**src/rtl/seven_seg_pkg.sv**
```systemverilog
// Shared constants for the multiplexed seven-segment digit scanner.
package seven_seg_pkg;
  localparam int   DIGIT_W          = 4;
  localparam logic EN_ACTIVE        = 1'b0;
  localparam logic EN_IDLE          = 1'b1;
  localparam int   NUM_DIGITS_DEF   = 3;
  localparam int   REFRESH_DIV_DEF  = 12000;
  localparam int   GHOST_CYCLES_DEF = 120;
endpackage

```
**src/rtl/seven_seg_if.sv**
```systemverilog
// Value-load handshake and display-side signals of the digit scanner.
interface seven_seg_if
  import seven_seg_pkg::*;
#(
  parameter int NUM_DIGITS = NUM_DIGITS_DEF
);
  logic [DIGIT_W*NUM_DIGITS-1:0] iVALUE;
  logic                          iLOAD;
  logic                          oBUSY;
  logic [DIGIT_W-1:0]            oDIG;
  logic [NUM_DIGITS-1:0]         oEN;
  logic                          oFRAME;

  modport master (output iVALUE, iLOAD, input oBUSY, oDIG, oEN, oFRAME);
  modport slave  (input iVALUE, iLOAD, output oBUSY, oDIG, oEN, oFRAME);
endinterface

```
**src/rtl/seven_seg_prescaler.sv**
```systemverilog
// Slot timebase: divides the clock into digit slots and flags the ghost
// interval and the last cycle of each frame.
module seven_seg_prescaler #(
  parameter int NUM_DIGITS   = 3,
  parameter int REFRESH_DIV  = 12000,
  parameter int GHOST_CYCLES = 120,
  localparam int SLOT_W      = $clog2(NUM_DIGITS),
  localparam int PRESC_W     = $clog2(REFRESH_DIV)
) (
  input  logic              clk,
  input  logic              rst,
  output logic [SLOT_W-1:0] slot,
  output logic              in_ghost,
  output logic              boundary
);
  logic [PRESC_W-1:0] presc_q, presc_d;
  logic [SLOT_W-1:0]  slot_q, slot_d;
  logic               wrap;

  always_comb begin
    wrap     = (presc_q == PRESC_W'(REFRESH_DIV - 1));
    presc_d  = presc_q + PRESC_W'(1);
    slot_d   = slot_q;
    if (wrap) begin
      presc_d = '0;
      slot_d  = (slot_q == SLOT_W'(NUM_DIGITS - 1)) ? '0 : slot_q + SLOT_W'(1);
    end
    in_ghost = (presc_q < PRESC_W'(GHOST_CYCLES));
    boundary = wrap && (slot_q == SLOT_W'(NUM_DIGITS - 1));
  end

  always_ff @(posedge clk or posedge rst) begin
    if (rst) begin
      presc_q <= '0;
      slot_q  <= '0;
    end else begin
      presc_q <= presc_d;
      slot_q  <= slot_d;
    end
  end

  assign slot = slot_q;
endmodule

```
**src/rtl/seven_seg_scanner.sv**
```systemverilog
// Time-multiplexed digit scanner with frame-synchronous value loading.
// Optional macro LEADING_ZERO_BLANK_EN blanks leading zero digits (digit 0 always shown).
module seven_seg_scanner
  import seven_seg_pkg::*;
#(
  parameter int NUM_DIGITS   = NUM_DIGITS_DEF,
  parameter int REFRESH_DIV  = REFRESH_DIV_DEF,
  parameter int GHOST_CYCLES = GHOST_CYCLES_DEF,
  localparam int SLOT_W      = $clog2(NUM_DIGITS),
  localparam int VAL_W       = DIGIT_W * NUM_DIGITS
) (
  input  logic      iCLK,
  input  logic      iRST,
  seven_seg_if.slave bus
);
  logic [SLOT_W-1:0]     slot;
  logic                  in_ghost, boundary;
  logic [VAL_W-1:0]      display_q, display_d, pending_q, pending_d;
  logic                  busy_q, busy_d;
  logic [DIGIT_W-1:0]    dig_q, dig_d;
  logic [NUM_DIGITS-1:0] en_q, en_d, blank;
  logic                  frame_q, frame_d, start_q;

  seven_seg_prescaler #(
    .NUM_DIGITS  (NUM_DIGITS),
    .REFRESH_DIV (REFRESH_DIV),
    .GHOST_CYCLES(GHOST_CYCLES)
  ) u_prescaler (
    .clk     (iCLK),
    .rst     (iRST),
    .slot    (slot),
    .in_ghost(in_ghost),
    .boundary(boundary)
  );

  // A load landing on the boundary wins outright over any older pending value.
  always_comb begin
    display_d = display_q;
    pending_d = pending_q;
    busy_d    = busy_q;
    if (boundary) begin
      busy_d = 1'b0;
      if (bus.iLOAD)   display_d = bus.iVALUE;
      else if (busy_q) display_d = pending_q;
    end else if (bus.iLOAD) begin
      pending_d = bus.iVALUE;
      busy_d    = 1'b1;
    end
  end

  always_comb begin
    blank = '0;
`ifdef LEADING_ZERO_BLANK_EN
    begin
      logic zero_above;
      zero_above = 1'b1;
      for (int k = NUM_DIGITS - 1; k > 0; k--) begin
        zero_above = zero_above && (display_q[k*DIGIT_W +: DIGIT_W] == '0);
        blank[k]   = zero_above;
      end
    end
`endif
    dig_d = '0;
    en_d  = {NUM_DIGITS{EN_IDLE}};
    for (int k = 0; k < NUM_DIGITS; k++) begin
      if (slot == SLOT_W'(k)) begin
        dig_d = display_q[k*DIGIT_W +: DIGIT_W];
        if (!in_ghost && !blank[k]) en_d[k] = EN_ACTIVE;
      end
    end
    // start_q resets high so the first slot-0 cycle after reset is also framed.
    frame_d = start_q;
  end

  always_ff @(posedge iCLK or posedge iRST) begin
    if (iRST) begin
      display_q <= '0;
      pending_q <= '0;
      busy_q    <= 1'b0;
      dig_q     <= '0;
      en_q      <= {NUM_DIGITS{EN_IDLE}};
      frame_q   <= 1'b0;
      start_q   <= 1'b1;
    end else begin
      display_q <= display_d;
      pending_q <= pending_d;
      busy_q    <= busy_d;
      dig_q     <= dig_d;
      en_q      <= en_d;
      frame_q   <= frame_d;
      start_q   <= boundary;
    end
  end

  assign bus.oBUSY  = busy_q;
  assign bus.oDIG   = dig_q;
  assign bus.oEN    = en_q;
  assign bus.oFRAME = frame_q;
endmodule
```
**src/flat_wrapper.sv**
```systemverilog
// flat-port wrapper written by rule: the top's interface ports become plain ports
module seven_seg_scanner_flat import seven_seg_pkg::*;
#(
  parameter int NUM_DIGITS   = NUM_DIGITS_DEF,
  parameter int REFRESH_DIV  = REFRESH_DIV_DEF,
  parameter int GHOST_CYCLES = GHOST_CYCLES_DEF,
  localparam int SLOT_W      = $clog2(NUM_DIGITS),
  localparam int VAL_W       = DIGIT_W * NUM_DIGITS
)
  (iCLK, iRST, bus_iVALUE, bus_iLOAD, bus_oBUSY, bus_oDIG, bus_oEN, bus_oFRAME);
  seven_seg_if #(.NUM_DIGITS(NUM_DIGITS)) bus_i ();
  input  logic iCLK;
  input  logic iRST;
  input wire logic [$bits(bus_i.iVALUE)-1:0] bus_iVALUE;
  input wire logic [$bits(bus_i.iLOAD)-1:0] bus_iLOAD;
  output wire logic [$bits(bus_i.oBUSY)-1:0] bus_oBUSY;
  output wire logic [$bits(bus_i.oDIG)-1:0] bus_oDIG;
  output wire logic [$bits(bus_i.oEN)-1:0] bus_oEN;
  output wire logic [$bits(bus_i.oFRAME)-1:0] bus_oFRAME;
  assign bus_i.iVALUE = bus_iVALUE;
  assign bus_i.iLOAD = bus_iLOAD;
  assign bus_oBUSY = bus_i.oBUSY;
  assign bus_oDIG = bus_i.oDIG;
  assign bus_oEN = bus_i.oEN;
  assign bus_oFRAME = bus_i.oFRAME;
  seven_seg_scanner #(.NUM_DIGITS(NUM_DIGITS), .REFRESH_DIV(REFRESH_DIV), .GHOST_CYCLES(GHOST_CYCLES)) u_core (.iCLK(iCLK), .iRST(iRST), .bus(bus_i));
endmodule
```
**config.mk**
```make
export PLATFORM = sky130hd
export DESIGN_NAME = seven_seg_scanner_flat
export DESIGN_NICKNAME = d
export VERILOG_FILES = /design/src/rtl/seven_seg_pkg.sv /design/src/rtl/seven_seg_if.sv /design/src/rtl/seven_seg_prescaler.sv /design/src/rtl/seven_seg_scanner.sv /design/src/flat_wrapper.sv
export SDC_FILE = /design/constraint.sdc
export NUM_CORES = 1
export LEC_CHECK = 0
export BUFFER_PORTS_ARGS = -buffer_cell sky130_fd_sc_hd__buf_2
export CORE_MARGIN = 3
export CORE_UTILIZATION = 35
export DETAILED_ROUTE_END_ITERATION = 10
export GPL_ROUTABILITY_DRIVEN = 0
export PLACE_DENSITY = 0.64
export SLEW_MARGIN = 20
export SYNTH_ARGS = -nofsm -noshare
export SYNTH_HDL_FRONTEND = slang
export SYNTH_SLANG_ARGS = --single-unit
```
**constraint.sdc**
```tcl
create_clock -name iCLK -period 1.84 [get_ports iCLK]
set_input_delay 0.092 -clock iCLK [delete_from_list [all_inputs] [get_ports iCLK]]
set_output_delay 0.092 -clock iCLK [all_outputs]
set_load 0.01 [all_outputs]
```
==> run metrics <==
status complete, no violations; worst hold margin 0.00290 ns; Skew-Pair Late Insertion Delay between 0.3 and 0.4 ns; Synth Area in Adders 0.00544; startpoint types flop; Initial Utilization 0.375; Synth area leaders dfrtp_1 (50%), mux2i_1 (7.0%), mux2_1 (5.9%); Iteration-0 DRC Markers 90; Mapped Cells just over 200; initial antenna violation count 0; die width 87.0 microns; Crit-path slowest cell dfrtp_1; Synth cell types 35; most frequent cells after synthesis dfrtp_1 (46), nand2_1 (27), mux2i_1 (16); EDFF count, synth 0; Setup TNS 0 ns; Worst Path Required 2.04 ns; unrepaired setup endpoints after global routing yes; Netlist Area Pre-Place roughly 0.0023 sq mm; gr usage total 0.131; minimum clock period after layout roughly 1.8 ns; reg2reg start u_core.u_prescaler.presc_q[1]$_DFF_PP0_; post-synthesis compound-gate area fraction 0.0708; first-pass GRT wire length between 7 and 8 mm; Root Buffer clkbuf_8; CP peak stage delay 0.44 ns; number of synthesized register bits 50; Die Ht 87.0 microns; Largest delay share family, worst path simple AND/OR/NAND/NOR gates; Max-Cap Viols 0; nature of the critical path endpoint flop; worst-path fanout max 6; clk_skew 0.00901 ns; fin. max-slew vios 0; power per cell area roughly 730 mW/mm^2; Synth-to-Final Area Change 22.2%; DRC 0; vias approximately 1700; XOR/XNOR share of the synthesized area 0.0343; Buf/Inv on CP 0; io pins 24; post-DP HPWL 3.12 mm; Synth Flop Type dfrtp_1; critical path arrival 1.99 ns; WS Path Type flop to flop; Overflow after GRT 0; clock slew at reported path FFs 0.09 ns; slew margin rel. 0.590; crit path from u_core.u_prescaler.presc_q[1]$_DFF_PP0_; vias in the first global route about 1600; Post-Syn Area per Cell around 11 sq um; PortBufs 23; layout cells sized above 1 0.254; Yosys warning count 0; full die area 0.00758 sq mm; Core Rows 28; sequential area share after synthesis 0.547; largest net degree at the start of global routing slightly above 50; CTS buffer count 5; final worst path period share 0.976; Lkg Pwr 1.31 nW; core area 0.00613 sq mm; worst-margin pin slew between 0.6 and 0.7 ns; vias per inst 5.20; count of final hold-check violations 0; Peak VDD IR slightly above 0.0005 V; Routed Wire Length about 4.7 mm; post-layout net count approximately 260; Yosys top cell by area dfrtp_1; final antenna-violating net count 0; Fmax approximately 560 MHz; top cell type's share of synthesized area 0.501; worst path cell trace ha_4, nand4b_1, nor4_4, nand2b_4, mux2_4; post-synthesis mux area share 0.128; CTS sink count 50; Worst Hold Class input pin to flop; largest family of logic cells by synthesized area simple AND/OR/NAND/NOR gates; Hold Crit Start bus_iVALUE[3]; H-tree depth 2; Final Setup Violations 0; n_diodes 0; share of flip-flops with an asynchronous set or reset 1.00; WL/cell 14.7 microns; CTS Buffer Depth 2; Synth Area in Simple Gates 0.187; count leader, synth dfrtp_1; Post-Syn Nets about 220; Pre-antenna DRT Iters 4; TritonCTS clock tree done
==> per-layer routing <==
metal  share of wire  up-vias  GRT usage
met5               0        -          0
met4           0.017        0     0.0637
met3           0.036        5     0.0218
met2            0.46       30      0.199
met1            0.49      835      0.181
li1                -      811          -
==> kinds of logic (layout without fill, tap and decap cells) <==
kind of cell	after synthesis	count (layout)
AOI/OAI and AO/OA	22	22
muxes	28	28
and+or+nand+nor	82	83
adders and majority gates	1	1
buffers and inverters	14	55
DFF	50	50
xor gates and xnor gates	9	9
==> power breakdown <==
part	leakage (nW)	internal (mW)	switching [mW]
registers	0.632	1.12	0.0142
clock network	0.0585	0.444	0.363
logic	0.617	0.0569	0.0565
==> through the flow <==
step | std cells | instance area, sq um | utilization | total power [mW] | setup slack, ns
global placement | 307 | 2570 | 0.419 | 1.25 | 0.0430
detailed placement | 307 | 2570 | 0.419 | 1.25 | -0.0118
floorplan | 206 | 2310 | - | 1.22 | -0.0540
global route | 323 | 2810 | 0.458 | 2.13 | -0.0493
CTS | 319 | 2730 | 0.445 | 2.06 | 0.0480
finish | 323 | 2810 | 0.458 | 2.06 | 0.0435
==> cell usage in the layout, fill, tap and decap left out, types with 2 or more instances in the layout <==
| master | count |
|---|---|
| nor2b_1 | 3 |
| nor2_1 | 10 |
| and2_1 | 11 |
| buf_4 | 16 |
| a32oi_1 | 11 |
| xnor2_1 | 3 |
| dfstp_2 | 4 |
| buf_2 | 23 |
| nand4_1 | 2 |
| nand4b_1 | 2 |
| and3_1 | 3 |
| nand2_1 | 27 |
| nand2b_4 | 2 |
| mux2i_1 | 16 |
| mux2_4 | 6 |
| mux2_1 | 6 |
| clkbuf_8 | 6 |
| xor2_1 | 6 |
| o21ai_0 | 6 |
| dlygate4sd3_1 | 4 |
| nor3_1 | 5 |
| inv_1 | 2 |
| nand3_1 | 10 |
| dfrtp_1 | 46 |
==> registers in the layout, indices dropped and copies added, names as in the netlist <==
| name | flops |
|---|---|
| u_core.u_prescaler.presc_q | 14 |
| u_core.display_q | 12 |
| u_core.bus.oBUSY | 1 |
| u_core.frame_d | 1 |
| u_core.pending_q | 12 |
| u_core.bus.oDIG | 4 |
| u_core.bus.oEN | 3 |
| u_core.bus.oFRAME | 1 |
| u_core.u_prescaler.slot | 2 |
==> worst paths after layout <==
kind	to	cells past startpoint	slack [ns]
setup / recovery	u_core.pending_q[6]$_DFFE_PP0P_	5	0.04
hold / removal	u_core.pending_q[3]$_DFFE_PP0P_	2	0.003
setup reg to reg	u_core.pending_q[6]$_DFFE_PP0P_	5	0.04
hold reg to reg	u_core.bus.oFRAME$_DFF_PP0_	0	0.39
max in group asynchronous	u_core.u_prescaler.presc_q[13]$_DFF_PP0_	4	0.95
min in group asynchronous	u_core.pending_q[4]$_DFFE_PP0P_	4	0.48
==> final cells by class <==
class | count | area [sq um]
fillers | 576 | 3320
flip-flops and latches | 50 | 1260
multi-input cells | 143 | 1040
repair buffers | 44 | 290
well taps | 75 | 93.8
clock buffers | 7 | 86.3
clock inverters | 1 | 30.0
inverters | 3 | 11.3
==> repair_timing <==
action | in CTS | in global routing
endpoints found under the hold margin | 49 | 0
hold buffers | 4 | 0
setup endpoints to repair | 1 | 25
cloned | 0 | 1
gates resized for setup | 1 | 11
pin swaps | 0 | 3
setup buffers | 0 | 3
Power figures use the tool's default switching activity.
